### config.mk
export PLATFORM = sky130hd
export DESIGN_NAME = fetch_seq
export DESIGN_NICKNAME = d
export VERILOG_FILES = /design/src/rtl/fetch_pkg.sv /design/src/rtl/fetch_decode.sv /design/src/rtl/fetch_seq.sv
export SDC_FILE = /design/constraint.sdc
export NUM_CORES = 1
export LEC_CHECK = 0
export CAP_MARGIN = 20
export CORE_ASPECT_RATIO = 0.75
export CORE_MARGIN = 1.5
export CORE_UTILIZATION = 30
export DETAILED_ROUTE_END_ITERATION = 7
export GPL_TIMING_DRIVEN = 1
export PLACE_DENSITY = 0.86
export SYNTH_ARGS = -nofsm -noshare
export SYNTH_HDL_FRONTEND = slang
export SYNTH_SLANG_ARGS = --single-unit
### constraint.sdc
create_clock -name clk -period 1.39 [get_ports clk]
set_clock_uncertainty 0.2 [all_clocks]
set_input_delay 0.3475 -clock clk [delete_from_list [all_inputs] [get_ports clk]]
set_output_delay 0.3475 -clock clk [all_outputs]
set_load 0.02 [all_outputs]
### src/rtl/fetch_pkg.sv
// Shared types and opcode constants for the instruction-fetch sequencer.
package fetch_pkg;

  typedef enum logic [2:0] {
    IDLE,
    FETCH,
    ISSUE,
    UPDATE,
    HALT
  } fetch_state_t;

  localparam logic [3:0] OP_HALT = 4'hF;
  localparam logic [3:0] OP_JMP  = 4'hE;

  localparam int OPC_MSB = 15;
  localparam int OPC_LSB = 12;

endpackage

### src/rtl/fetch_decode.sv
// Combinational opcode decode of the held instruction word: halt, jump and jump target.
module fetch_decode
  import fetch_pkg::*;
#(
  parameter int ADDR_W  = 8,
  parameter int INSTR_W = 16
) (
  input  logic [INSTR_W-1:0] instr,
  output logic               is_halt,
  output logic               is_jmp,
  output logic [ADDR_W-1:0]  target
);

  logic [3:0] opcode;
  logic       unused_bits;

  assign opcode  = instr[OPC_MSB:OPC_LSB];
  assign is_halt = (opcode == OP_HALT);
  assign is_jmp  = (opcode == OP_JMP);
  assign target  = instr[ADDR_W-1:0];

  // Operand bits between the jump target and the opcode carry no meaning here.
  assign unused_bits = ^instr[OPC_LSB-1:ADDR_W];

endmodule

### src/rtl/fetch_seq.sv
// Instruction-fetch sequencer: fetch over req/ack, issue over valid/ready, then step or load the pc.
// Optional fetch watchdog enabled by defining FETCH_TIMEOUT_EN.
//
// state  | meaning
// IDLE   | waiting for run
// FETCH  | mem_req high at mem_addr = pc_in, waiting for mem_ack
// ISSUE  | instr_valid high, waiting for instr_ready
// UPDATE | one cycle: INCR_PC or LOAD_PC pulse (none for HALT)
// HALT   | halted, left only by reset
module fetch_seq
  import fetch_pkg::*;
#(
  parameter int ADDR_W  = 8,
  parameter int INSTR_W = 16,
  parameter int TIMEOUT = 15
) (
  input  logic               clk,
  input  logic               RESET_N,
  input  logic               run,
  input  logic [ADDR_W-1:0]  pc_in,
  output logic               mem_req,
  output logic [ADDR_W-1:0]  mem_addr,
  input  logic               mem_ack,
  input  logic [INSTR_W-1:0] mem_rdata,
  output logic [INSTR_W-1:0] instr,
  output logic               instr_valid,
  input  logic               instr_ready,
  output logic               INCR_PC,
  output logic               LOAD_PC,
  output logic [ADDR_W-1:0]  value,
  output logic               halted,
  output logic               fault
);

  fetch_state_t       state, state_nxt;
  logic               is_halt, is_jmp;
  logic [ADDR_W-1:0]  target;
  logic               timed_out;

  fetch_decode #(
    .ADDR_W  (ADDR_W),
    .INSTR_W (INSTR_W)
  ) u_decode (
    .instr   (instr),
    .is_halt (is_halt),
    .is_jmp  (is_jmp),
    .target  (target)
  );

  // The pc only moves on the UPDATE pulse, so pc_in is stable for the whole fetch.
  assign mem_addr = pc_in;

  always_ff @(posedge clk) begin
    if (!RESET_N) begin
      state <= IDLE;
      instr <= '0;
    end else begin
      state <= state_nxt;
      if (state == FETCH && mem_ack) instr <= mem_rdata;
    end
  end

`ifdef FETCH_TIMEOUT_EN
  logic [3:0] to_cnt;
  logic       fault_q;

  assign timed_out = (state == FETCH) && !mem_ack && (to_cnt == 4'(TIMEOUT - 1));

  always_ff @(posedge clk) begin
    if (!RESET_N) begin
      to_cnt  <= '0;
      fault_q <= 1'b0;
    end else begin
      if (state != FETCH) to_cnt <= '0;
      else if (!mem_ack)  to_cnt <= to_cnt + 4'd1;
      if (timed_out) fault_q <= 1'b1;
    end
  end

  assign fault = fault_q;
`else
  localparam int unused_timeout = TIMEOUT;

  assign timed_out = 1'b0;
  assign fault     = 1'b0;
`endif

  always_comb begin
    state_nxt = state;
    case (state)
      IDLE:   if (run) state_nxt = FETCH;
      FETCH: begin
        if (mem_ack)        state_nxt = ISSUE;
        else if (timed_out) state_nxt = HALT;
      end
      ISSUE:  if (instr_ready) state_nxt = UPDATE;
      UPDATE: begin
        if (is_halt)  state_nxt = HALT;
        else if (run) state_nxt = FETCH;
        else          state_nxt = IDLE;
      end
      HALT:   state_nxt = HALT;
      default: state_nxt = IDLE;
    endcase
  end

  always_comb begin
    mem_req     = (state == FETCH);
    instr_valid = (state == ISSUE);
    INCR_PC     = (state == UPDATE) && !is_halt && !is_jmp;
    LOAD_PC     = (state == UPDATE) && is_jmp;
    value       = LOAD_PC ? target : '0;
    halted      = (state == HALT);
  end

endmodule

== Word level (Yosys, flattened, before mapping) ==
Index checks and enable logic that the tools add are counted.

* Equality and inequality tests: 9
* Muxes and demuxes: 7
* Reduce and logical (&&, ||, !) cells: 8

{| class="wikitable"
|+ Operators by type and width
! operator !! number
|-
| $pmux W3 S5 || 1
|-
| $mux W3 || 4
|-
| $eq A4 B4 Y1 const B || 2
|-
| $mux W8 || 1
|-
| $eq A3 B2 Y1 const B || 2
|-
| $logic_and A1 B1 Y1 || 4
|-
| $ne A2 B1 Y1 const B || 2
|-
| $eq A3 B1 Y1 const B || 1
|-
| $eq A3 B3 Y1 const B || 1
|-
| $logic_not A3 Y1 || 1
|-
| $reduce_and A3 Y1 || 1
|-
| $logic_not A1 Y1 || 2
|-
| $ne A2 B2 Y1 const B || 1
|-
| $mux W1 || 1
|}

* Register bits after elaboration: 19
* Bits of input ports: 29
* Output and inout bits: 38
* Word-level logic and storage cells: 26

== Longest topological paths before layout ==
Gate-level depths: netlist of the first run.

* Depth after elaboration: 4
* Gate-level depth with buffers: 5
* Depth with buffers taken out: 3

== By module ==
From an unflattened synthesis of the first run, not the netlist that was laid out.

* Cell total of the unflattened synthesis: 118
* Area total of the unflattened synthesis: 1,004.7 µm²

{| class="wikitable"
|+ Modules (own cells, without submodules)
! module !! instances !! cells each !! area each (µm²)
|-
| fetch_seq || 1 || 108 || 924.6
|-
| fetch_decode || 1 || 10 || 80.1
|}

== Worst setup path before layout of the first run ==
OpenSTA, ideal clock, no wires.

* Kind: register to output
* Start point: register instr[14]
* End point: output port value[0]
* Data arrival time: 1,240 ps
* Data required time: 842 ps
* Path slack: -398 ps
* Stages on the path, launching flop included: 4
* Buffers on the path: 0
* Cells stage by stage: dfxtp_1 nand3_1 nor3_4 and2_1

* Cells in the longest elaborated chain, start to end: 3

{| class="wikitable"
|+ Ends and longest elaborated chain
! what !! RTL line !! source
|-
| start: declaration || fetch_seq.sv:25 || <nowiki>output logic [INSTR_W-1:0] instr,</nowiki>
|-
| start signal: assignment || fetch_seq.sv:59 || <nowiki>if (state == FETCH && mem_ack) instr <= mem_rdata;</nowiki>
|-
| $eq A4 B4 Y1 || fetch_decode.sv:19 || <nowiki>assign is_jmp = (opcode == OP_JMP);</nowiki>
|-
| $logic_and A1 B1 Y1 || fetch_seq.sv:111 || <nowiki>LOAD_PC = (state == UPDATE) && is_jmp;</nowiki>
|-
| named net LOAD_PC || fetch_seq.sv:29 || <nowiki>output logic LOAD_PC,</nowiki>
|-
| $mux W8 || fetch_seq.sv:112 || <nowiki>value = LOAD_PC ? target : '0;</nowiki>
|-
| end: declaration || fetch_seq.sv:30 || <nowiki>output logic [ADDR_W-1:0] value,</nowiki>
|}

The timed path passes the listed nets, and every way through them passes these cells.

== Worst setup path after layout of the first run ==
* Start point: register state[2]
* End point: output port value[3]

* Cells in the longest elaborated chain, start to end: 3

{| class="wikitable"
|+ Ends and longest elaborated chain
! what !! RTL line !! source
|-
| start: declaration || fetch_seq.sv:35 || <nowiki>fetch_state_t state, state_nxt;</nowiki>
|-
| start signal: assignment || fetch_seq.sv:58 || <nowiki>state <= state_nxt;</nowiki>
|-
| $eq A3 B2 Y1 || fetch_seq.sv:111 ||
|-
| $logic_and A1 B1 Y1 || fetch_seq.sv:111 ||
|-
| $mux W8 || fetch_seq.sv:112 ||
|}

Every way passes these cells.

==> metrics, run 1 <==
clock-pin slew of the registers on the worst-case setup and hold paths 70 ps; Post-Route Setup TNS -11030 ps; placed inst area 1506 sq um; highest-count cells in the layout ignoring fill and taps buf_6 (23), buf_4 (20), clkdlybuf4s50_1 (19); DP Wirelength 1.951 mm; share of cells above drive strength 1 0.6102; register-to-register path setup slack -310 ps; clock insertion delay at the later pin of the skew report 250 ps; f_max 0.5249 GHz; Inserted Clock Buffers 3; CTS hold repair buffers 0; worst path required time 840 ps; max-slew violation total from the final report 0; worst vdd ir 540.2 uV; total wire length 3.082 mm; failing checks setup timing; count of port buffers added during placement 49; RePlAce Congestion 0.7660; switching power summed over all nets 0.0003732 W; result of the run finished with violations; clock tree from TritonCTS yes; CTS HTree Levels 1; GRT Overall Usage 0.1810; proportion of power drawn by flip-flops and latches 0.431; fin area 1854 sq um; starting density of the core 0.3139; cells after synthesis 110; Internal Dissipation 0.001006 W; master cell of the clock root buffer clkbuf_8; die span in x 66.76 microns; count of warnings emitted by yosys 0; Clk pwr share 0.279; Area growth, synth to finish 102.7%; switching share of power 0.2706; pwr/cell area 743.7 nW/um^2; proportion of synthesized chip area in sequential cells 0.4159; Core Footprint 2914 sq um; mean area per synthesized cell 8.315 sq um; worst hold path type reg2reg; endpoint type of the worst setup path output port; global-route wire length before repair 4.747 mm; share of the clock period used by the worst path after layout 1.371; via count of the first global-routing pass 1020; classification of the worst setup path reg2out; cell area after synthesis 914.6 sq um; DR WL/cell 14.33 microns; Critical Path Source Type flip-flop; Die Span Y 50.82 microns; DRC viols 0; Max Buffers Root-to-Sink 2; DRT antenna net count 0; part of the power in combinational logic 0.290; net count after synthesis 139; Crit path arrival time 1360 ps; Yosys reg bits 19; post-route worst hold slack 257.5 ps; number of nets in the finished design 207; total inserted antenna cells 0; number of distinct library cell variants in the gate-level netlist after synthesis 21; post-layout minimum cycle time 1905 ps; full die area 3392 sq um; aggregate global routing overflow 0; count of final hold-check violations 0; Max Fanout on Critical Path 5; row count 17; unrepaired setup endpoints after global routing yes; IO Pins 67; vias after detailed routing 996; leakage power summed over all cells 0.7691 nW; clock sink count 19; number of max-capacitance violations reported 0; violation count after the first detailed-routing iteration 10; most frequent standard cell in the layout excluding fill and tap cells buf_6; total of endpoints with negative setup slack in the final report 32; number of antenna violations at the first check in global routing 0; final worst-path setup slack -515.2 ps; detailed-route vias per instance 4.633; Initial DRT Pass Iterations 3; maximum number of pins on one net before global-route repair 20
flip-flops by register name, indices dropped and copies added, names as in the netlist:
signal  flops
instr      16
state       3
stage by stage:
stage / instances / total power (W) / utilization / setup WS, ps
6_report: 215 / 0.001379 / 0.6363 / -515.2
5_1_grt: 215 / 0.001440 / 0.6363 / -591.1
4_1_cts: 209 / 0.001319 / 0.5685 / -509.4
3_5_place_dp: 198 / 0.0008812 / 0.5170 / -701.5
3_3_place_gp: 198 / 0.0008713 / 0.5170 / -670.0
2_1_floorplan: 110 / 0.0007586 / - / -304.3
worst paths after layout:
kind              startpoint       end  depth (start not counted)
setup / recovery    state[2]  value[3]                          5
hold / removal      instr[8]  instr[8]                          2
setup reg to reg    state[0]  instr[4]                          9
hold reg to reg     instr[8]  instr[8]                          2
area by class of cell:
class	count	area, sq um
fill	238	1060
timing repair buffer	80	813.3
multi-input combinational	74	555.5
sequential	19	392.9
tap	38	47.55
clock buffer	4	45.04
critical path, stage by stage, from the launching register on:
cell and delay [ps]:
dfxtp_2 320, nand3b_1 210, nor3_4 160, buf_4 150
and2_2 140, buf_4 130
synthesized netlist by cell type, drive strengths merged:
cell	count	share of area
nand2	16	0.066
nand3	17	0.093
o21a	2	0.016
clkbuf	1	0.0041
conb	1	0.0041
nor4b	1	0.0096
and4bb	1	0.018
a31oi	1	0.0068
nor2	1	0.0041
nor3	1	0.018
nor2b	2	0.014
dfxtp	19	0.42
a211oi	1	0.0082
nor3b	3	0.025
o21ai	17	0.093
buf	16	0.14
nand3b	1	0.0082
nand4	1	0.0068
and2	8	0.055
cell families after synthesis:
| group | Yosys count | share of synthesized area |
|---|---|---|
| flip-flops | 19 | 0.4159 |
| AO/OA/AOI/OAI | 21 | 0.1245 |
| buffers and inverters | 17 | 0.1395 |
| AND/OR/NAND/NOR | 52 | 0.3160 |
| other | 1 | 0.004100 |
routing by layer:
metal	share of wire	global-route usage	vias to the layer above	wire (microns)
met3	0.061	0.05727	2	189
met5	0	0	-	0
met4	0.0026	0.02381	0	8
met2	0.52	0.3300	34	1608
li1	-	-	500	-
met1	0.41	0.2126	460	1276
power groups by stage:
stage | clock (W) | sequential [W] | combinational (W)
2_1_floorplan | 0 | 0.000633 | 0.000125
3_3_place_gp | 0 | 0.000601 | 0.000270
3_5_place_dp | 0 | 0.000602 | 0.000279
4_1_cts | 0.000388 | 0.000593 | 0.000338
5_1_grt | 0.000420 | 0.000597 | 0.000423
6_report | 0.000384 | 0.000595 | 0.000400
repair_timing:
action	CTS	global route
gates cloned	2	1
buffers inserted	5	11
endpoints found under the setup margin	43	37
pin swaps	2	14
resized for setup	164	54
(Power assumes the default switching activity.)
==> run 2, diff against run 1 <==
--- a/config.mk
+++ b/config.mk
@@ -9,6 +9,7 @@
 export CORE_ASPECT_RATIO = 0.75
 export CORE_MARGIN = 1.5
 export CORE_UTILIZATION = 30
+export CTS_CLUSTER_SIZE = 25
 export DETAILED_ROUTE_END_ITERATION = 7
 export GPL_TIMING_DRIVEN = 1
 export PLACE_DENSITY = 0.86
==> results of run 2 <==
No change in the layout: final DEF, timing and power equal those of run 1.
==> run 3, diff against run 2 <==
--- a/config.mk
+++ b/config.mk
@@ -6,13 +6,13 @@
 export NUM_CORES = 1
 export LEC_CHECK = 0
 export CAP_MARGIN = 20
-export CORE_ASPECT_RATIO = 0.75
 export CORE_MARGIN = 1.5
-export CORE_UTILIZATION = 30
+export CORE_UTILIZATION = 33
 export CTS_CLUSTER_SIZE = 25
 export DETAILED_ROUTE_END_ITERATION = 7
 export GPL_TIMING_DRIVEN = 1
-export PLACE_DENSITY = 0.86
+export HOLD_SLACK_MARGIN = 0.03
+export PLACE_DENSITY = 0.89
 export SYNTH_ARGS = -nofsm -noshare
 export SYNTH_HDL_FRONTEND = slang
 export SYNTH_SLANG_ARGS = --single-unit
==> constraint.sdc (replaced) <==
create_clock -name clk -period 1.8 [get_ports clk]
set_clock_uncertainty 0.2 [all_clocks]
set_input_delay 0.45 -clock clk [delete_from_list [all_inputs] [get_ports clk]]
set_output_delay 0.45 -clock clk [all_outputs]
set_load 0.02 [all_outputs]
==> metrics, run 3 (same netlist as run 1, synthesis figures left out) <==
total wire length 2.679 mm (-13%); worst path required time 1150 ps (+310 ps); via count of the first global-routing pass 960 (-5.9%); classification of the worst setup path reg2out; unrepaired setup endpoints after global routing yes; Critical Path Source Type flip-flop; post-route worst hold slack 269.0 ps (+11.46 ps); RePlAce Congestion 0.8391 (+9.5%); highest-count cells in the layout ignoring fill and taps clkdlybuf4s50_1 (20), nand3_1 (17), o21ai_0 (17), buf_6 (17), nand2_1 (16); Levels on crit path 5 (unchanged); Fill cells 221 (-7.1%); DRC viols 0 (unchanged); pwr/cell area 559.5 nW/um^2 (-25%); Global Route met2 Usage 0.3214 (-0.008571); Top Registers instr (16), state (3); Max Fanout on Critical Path 5 (unchanged); placed inst area 1466 sq um (-2.7%); Inserted Clock Buffers 3 (unchanged); count of port buffers added during placement 49 (unchanged); result of the run finished with violations; violation count after the first detailed-routing iteration 33 (+23); full die area 3096 sq um (-8.7%); Most common cell on crit path buf_6; clock tree from TritonCTS yes; share of the clock period used by the worst path after layout 1.141; Crit path arrival time 1400 ps (+40 ps); share of the core filled with cells in the final layout 0.6229 (-0.01341); worst vdd ir 329.1 uV (-39%); die span in x 55.65 microns (-17%); Initial DRT Pass Iterations 4 (+1); cell class contributing the biggest share of worst-path delay simple AND/OR/NAND/NOR gates; post-layout minimum cycle time 2054 ps; DRT antenna net count 0 (unchanged); starting density of the core 0.3594 (+0.04552); global-route wire length before repair 4.243 mm (-11%); max reg flops 16 (unchanged); Max Buffers Root-to-Sink 2 (unchanged); max-slew violation total from the final report 0 (unchanged); clock sink count 19 (unchanged); fin area 1585 sq um (-15%); count of final hold-check violations 0 (unchanged); worst hold path type reg2reg; Worst R2R Path Depth 5 (-4); Post-Route Setup TNS -2244 ps (+8787 ps); vias after detailed routing 967 (-2.9%); clock insertion delay at the later pin of the skew report 290 ps (+40 ps); GR Util met3 0.03953 (-0.01773); most frequent standard cell in the layout excluding fill and tap cells clkdlybuf4s50_1; count of buffer and inverter cells on the critical path 2 (unchanged); GRT Overall Usage 0.1725 (-0.008451); final worst-path setup slack -253.9 ps (+261.4 ps); Most flops, register instr; list of cells traversed by the critical path nand3b_1, nor3_4, buf_6, and2_2, buf_6; CTS HTree Levels 1 (unchanged); maximum number of pins on one net before global-route repair 23 (+15%); number of nets in the finished design 197 (-4.8%); endpoint type of the worst setup path output port; detailed-route vias per instance 4.909 (+6.0%); row count 18 (+1); clock-pin slew of the registers on the worst-case setup and hold paths 110 ps (+40 ps); number of antenna violations at the first check in global routing 0 (unchanged); Area growth, synth to finish 73.32%; met1 track demand over resource 0.1896 (-0.02304); total of endpoints with negative setup slack in the final report 10 (-69%); gr busiest metal met2; failing checks setup timing; IO Pins 67 (unchanged); total inserted antenna cells 0 (unchanged); leakage power summed over all cells 0.6938 nW (-9.8%); DR WL/cell 13.60 microns (-5.1%); master cell of the clock root buffer clkbuf_4; f_max 0.4869 GHz; standard cell with the maximum stage delay on the critical path dfxtp_2; WHS Path Cells 2 (unchanged); maximum cell stage delay along the critical path 330 ps (about the same); DP Wirelength 1.911 mm (-2.0%); share of cells above drive strength 1 0.3533 (-0.2569); aggregate global routing overflow 0 (unchanged); number of max-capacitance violations reported 0 (unchanged); Die Span Y 55.65 microns (+9.5%); Core Footprint 2545 sq um (-13%)
-- run 3: changes by cell type in the layout (fill, tap and decap cells not counted), moves of 5 or more --
cell           change
buf_2              -9
buf_6              -6
nand3_1           +17
o21ai_1           -13
dlygate4sd2_1     +14
nand3_2           -17
o21ai_0           +16
buf_4              -5
-- run 3: worst register-to-register path, cell delays in order, from the launching register on --
cell and delay, ps:
dfxtp_2 330, buf_4 150, and4bb_4 380, buf_12 160, nand3_1 80, o21ai_0 80
-- run 3: report_power, final --
group | leakage [nW] | switching [W] | internal [W]
clock network | 0.0177 | 0.000132 | 0.0000825
logic | 0.519 | 0.000101 | 0.000114
registers | 0.157 | 0.0000142 | 0.000443
-- run 3: stage by stage --
| stage | std cells | setup WS (ps) | total power, W |
|---|---|---|---|
| after global placement | 187 | -461.1 | 0.0006693 |
| after CTS | 195 | -307.3 | 0.0008820 |
| after floorplan | 110 | -14.23 | 0.0005848 |
| after global routing | 197 | -329.7 | 0.0009308 |
| final | 197 | -253.9 | 0.0008869 |
| after detailed placement | 187 | -510.6 | 0.0006762 |
-- run 3: path summary, 6_finish.rpt --
check	startpoint	endpoint	slack, ps
setup / recovery	state[2]	value[3]	-250
hold / removal	instr[8]	instr[8]	270
setup reg to reg	state[2]	instr[12]	350
hold reg to reg	instr[8]	instr[8]	270
-- run 3: cell type report --
| class | instances | area, sq um | area share |
|---|---|---|---|
| clock buffers | 3 | 22.52 | 0.01421 |
| multi-input cells | 74 | 451.7 | 0.2849 |
| well taps | 30 | 37.54 | 0.02368 |
| repair buffers | 70 | 680.7 | 0.4294 |
| flip-flops and latches | 19 | 387.9 | 0.2447 |
| clock inverters | 1 | 5.005 | 0.003157 |
-- run 3: timing repair --
| item | in CTS | in global routing |
|---|---|---|
| gates cloned | 0 | 0 |
| hold endpoints to repair | 0 | 0 |
| hold buffers | 0 | 0 |
| pin swaps | 4 | 3 |
| setup buffers | 4 | 3 |
| resized for setup | 108 | 9 |
| setup endpoints to repair | 29 | 14 |
-- run 3: metal layers --
metal	vias to the layer above	share of wire	wire length, microns
met5	-	0	0
met3	6	0.073	195
li1	478	-	-
met1	446	0.39	1054
met4	0	0.0086	23
met2	37	0.52	1405
==> edit 1: new RTL, settings of run 2 <==
Add a define of `FETCH_TIMEOUT_EN`.
--- a/src/rtl/fetch_seq.sv
+++ b/src/rtl/fetch_seq.sv
@@ -9,2 +9,4 @@
 // HALT   | halted, left only by reset
+`define FETCH_TIMEOUT_EN
+
 module fetch_seq
Behaviour: no difference found for any inputs over 10 cycles, from zero or initial values and one cycle with RESET_N low; that may be too few to reach the edited logic, so the function may still have changed.
==> edit 1 against run 2 <==
- the run still ends with negative setup slack left
- power increased by 33%
- die area rose by 28%
- routed wire length rose by 33%
- cell area is 25% higher
- maximum frequency is 8.9% lower
- area after synthesis is 30% higher
- cell count rose by 25%
- sequential cell count up 5
- count of clock-buffer cells in the layout shrank 1
- register-to-register slack got worse by 0.16 ns
- worst setup slack worse by 0.19 ns
- sequential power rose by 24%
- synthesized cell count is 29% higher
- critical path type unchanged
- largest power group unchanged
- highest routed layer unchanged
==> edit 1: results (changes against run 2) <==
Critical path
  • Critical Path AT: 1.54 ns (+0.18 ns)
  • CP peak stage delay: 0.33 ns
  • Crit path max fanout: 3 (-2)
  • Slowest-stage cell, CP: dfxtp_2
  • Delay-heaviest family, CP: buffers and inverters

Clocking
  • Deepest clock path buffer count: 2 (unchanged)
  • H-Tree Level Count: 1 (unchanged)
  • Clk_lat worst skew: 0.27 ns (+0.02 ns)
  • Clock transition at path regs: 0.09 ns (+0.02 ns)
  • Root Driver: clkbuf_8
  • Cts bufs inserted: 3 (unchanged)

Drt
  • Avg WL per Cell: 15.2 um (+6.2%)
  • DR iter-0 viols: 59 (+49)
  • Vias per cell: 4.78 (+3.3%)
  • Drt first pass iters: 4 (+1)

Placed design
  • Place WS: -0.784 ns (-0.0825 ns)
  • Global placement routability congestion: 0.774 (+1.0%)
  • Port Buffers: 50 (+2.0%)
  • DPL Wire Length: 2270 um (+16%)

Hold path
  • Tightest Hold Check Type: reg2reg

Power
  • Worst vdd ir: 597 uV (+11%)
  • Pleak: 0.00102 uW (+32%)

Synth
  • Ys Warns: 0 (unchanged)
  • Post-Synth XOR/XNOR Area: 2.21% (+2.2 points)
  • Synth cell types: 33 (+57%)
  • Syn_nets: 173 (+24%)
  • Post-synth top cells: nand2_1 (35), dfxtp_1 (24), a21boi_0 (15)
  • Adder-Cell Fraction of Synth Area: 2.11% (+2.1 points)
  • Primary FF master, synth: dfxtp_1
  • Post-synth ARST share: 0% (unchanged)
  • Compound-Gate Fraction of Synth Area: 15.3% (+2.8 points)
  • Multiplexer area fraction after synthesis: 0.843% (+0.84 points)
  • Post-synthesis sequential area ratio: 40.5% (-1.1 points)
  • Synth area leaders: dfxtp_1 (40%), nand2_1 (11%), a21boi_0 (9.5%)

Run status
  • Status: finished, violations left
  • Failing checks: negative setup slack

GRT
  • All-Layer GR Usage: 18.7% (+0.60 points)
  • First-pass GRT wire length: 6010 um (+27%)
  • Met1 usage: 21.5% (+0.19 points)
  • Met3 Use GR: 6.36% (+0.63 points)
  • Vias in the first global route: 1294 (+27%)
  • Initial antenna violation count: 0 (unchanged)
  • GRT met2 Usage: 32.7% (-0.29 points)
  • Largest net degree at the start of global routing: 20 (unchanged)

Cells and area
  • Nets@finish: 249 (+20%)
  • Fillers: 284 (+19%)
  • Antenna Cells: 0 (unchanged)
  • Top Registers: instr (16), to_cnt (4), state (3)
  • Share of cells above drive strength 1: 57.6% (-3.4 points)

STA
  • Setup WS post-layout: -0.701 ns (-0.186 ns)
  • # setup viols final: 38 (+19%)
  • Slew HR: 81.5%
-- edit 1: cell count changes in the layout (fill, tap and decap cells not counted), sizes merged, moves of 3 or more --
cell and delta:
nand2 +19, a21boi +16, o21ai -16, nand3 -15, buf +7, nor2 +6
dfxtp +5, inv +3
-- edit 1: worst paths after layout --
path              startpoint         to  slack (ns)  cells past startpoint
setup / recovery    state[2]   value[0]       -0.70                      7
hold / removal     instr[11]  instr[11]        0.25                      2
setup reg to reg    state[2]   state[2]       -0.47                      5
hold reg to reg    instr[11]  instr[11]        0.25                      2
-- edit 1: kinds of logic after synthesis --
kind of cell    after synthesis
buf+inv                      20
compound gates               24
simple gates                 68
xor+xnor                      3
mux                           1
fa+ha+maj                     2
flops                        24
-- edit 1: cell type report --
cell class,count,share of cell area (%)
clock buffer,3,1.78
clock inverter,1,1.29
inverter,3,0.485
multi-input combinational,99,34.0
sequential,24,21.4
tap,52,2.80
timing repair buffer,87,38.2
-- edit 1: repair_timing --
item                                    CTS  global route
endpoints found under the setup margin   54            49
buffers inserted                          9             8
cloned                                    2             1
resized for setup                       206            56
pin swaps                                10            23
-- edit 1: per-stage QoR --
stage | instances | setup TNS (ns) | instance area, um^2 | hold slack, ns
floorplan | 142 | -5.28 | 1230 | 0.280
global placement | 248 | -20.64 | 1850 | 0.249
detailed placement | 248 | -21.89 | 1850 | 0.259
CTS | 263 | -9.43 | 2090 | 0.254
global route | 269 | -14.61 | 2320 | 0.291
finish | 269 | -12.52 | 2320 | 0.254
-- edit 1: report_power, final --
part | internal, uW | switching, uW | total (uW)
sequential | 718 | 22.0 | 740
clock | 385 | 233 | 619
combinational | 262 | 209 | 471
total | 1370 | 465 | 1830
-- edit 1: metal layers --
layer,wire length [um],vias up
met1,1600,605
met4,50,0
met2,2080,65
met5,0,-
met3,370,6
li1,-,611
==> edit 2: new RTL, config.mk and constraints of run 2 <==
Without the edit above. Encoding of `fetch_state_t`: now one-hot (5 bits for 5 states).
--- a/src/rtl/fetch_pkg.sv
+++ b/src/rtl/fetch_pkg.sv
@@ -3,8 +3,8 @@
 
-  typedef enum logic [2:0] {
-    IDLE,
-    FETCH,
-    ISSUE,
-    UPDATE,
-    HALT
+  typedef enum logic [4:0] {
+    IDLE   = 5'b00001,
+    FETCH  = 5'b00010,
+    ISSUE  = 5'b00100,
+    UPDATE = 5'b01000,
+    HALT   = 5'b10000
   } fetch_state_t;
Check against the original RTL: no difference found for any inputs over 10 cycles, from zero or initial values and one cycle with RESET_N low; not proved beyond that.
==> edit 2 against run 2 <==
- the run still ends with negative setup slack left
- synthesized cell count grew 1.8%
- area after synthesis is 18% higher
- largest power group unchanged
- core utilization is 5.1 points lower
- power decreased by 6.9%
- cell area increased by 5.9%
- worst setup slack lost 0.061 ns
- routed wire length down 3.0%
- highest routed layer is now met3
- critical path type unchanged
- sequential cell count rose by 2
==> edit 2: results (changes against run 2) <==
Run status
  • Status: finished, violations left
  • Failing checks: negative setup slack

Cells and area
  • Share of cells above drive strength 1: 54.4% (-6.6 points)

Critical path
  • Slowest-stage cell, CP: dfxtp_4
  • CP peak stage delay: 0.36 ns (+0.04 ns)
  • Critical Path AT: 1.42 ns (+0.06 ns)

Synth
  • Synth cell types: 30 (+43%)
  • Post-Syn Instances: 112 (+1.8%)
  • Synth area leaders: dfxtp_1 (39%), mux2i_1 (15%), nor2b_1 (10%)
  • Post-synthesis sequential area ratio: 39.1% (-2.5 points)

Drt
  • Wirelength, routed: 2990 um (-3.0%)
  • Met1 WL: 1290 um (+1.3%)
  • Drt first pass iters: 4 (+1)
  • Met2 WL post-DR: 1490 um (-7.1%)
  • Max Used Layer: met3
  • DR iter-0 viols: 25 (+15)
  • Avg WL per Cell: 13.5 um (-6.1%)

GRT
  • Met1 usage: 17.0% (-4.2 points)
  • First-pass GRT wire length: 4540 um (-4.4%)
  • GRT met2 Usage: 29.2% (-3.8 points)
  • Vias in the first global route: 986 (-3.3%)
  • All-Layer GR Usage: 15.2% (-2.9 points)

Placed design
  • Place WS: -0.836 ns (-0.135 ns)
  • Global placement routability congestion: 0.801 (+4.6%)

STA
  • Setup WS post-layout: -0.576 ns (-0.0612 ns)
  • # setup viols final: 33 (+3.1%)

Power
  • Worst vdd ir: 510 uV (-5.7%)
-- edit 2: changes by cell type after synthesis, sizes merged, moves of 3 or more --
cell	change
nor3b	-3
buf	-5
inv	+5
nand2	-14
o21ai	-16
nor2b	+16
nand3	-15
mux2i	+16
nor3	+3
-- edit 2: area by class of cell --
cell class / instances / area [um^2]
inverters: 5 / 18.8
repair buffers: 80 / 779
flip-flops and latches: 21 / 434
fillers: 299 / 1390
well taps: 40 / 50.0
multi-input cells: 72 / 637
clock buffers: 4 / 45.0
-- edit 2: path summary, 6_finish.rpt --
path | start | end | slack [ns] | cells past startpoint
worst min-delay path | instr[8] | instr[8] | 0.32 | 2
worst min register to register | instr[8] | instr[8] | 0.32 | 2
worst max register to register | state[0] | instr[1] | -0.44 | 9
worst max-delay path | state[2] | value[5] | -0.58 | 6
-- edit 2: tightest hold or removal path, cell delays in order, from the launching register on --
cell and delay (ns):
dfxtp_1 0.33, mux2i_1 0.07, nor2b_1 0.10
-- edit 2: cell families after synthesis --
| family | Yosys count | share of synthesized area (%) |
|---|---|---|
| flops | 21 | 39.1 |
| other cells | 1 | 0.349 |
| compound gates | 9 | 6.40 |
| mux | 16 | 14.9 |
| simple gates | 46 | 27.6 |
| buf+inv | 19 | 11.6 |
-- edit 2: report_power, final --
| part | switching [uW] | internal, uW | total, uW | leakage, uW |
|---|---|---|---|---|
| Sequential | 12.5 | 615 | 627 | 0.000174 |
| Combinational | 103 | 168 | 271 | 0.000758 |
| Clock | 183 | 204 | 386 | 0.0000228 |
-- edit 2: repair_timing --
item | in CTS | in global routing
setup endpoints to repair | 49 | 36
endpoints found under the hold margin | 0 | 0
gates cloned | 0 | 2
resized for setup | 175 | 6
pin swaps | 9 | 1
setup buffers | 7 | 3
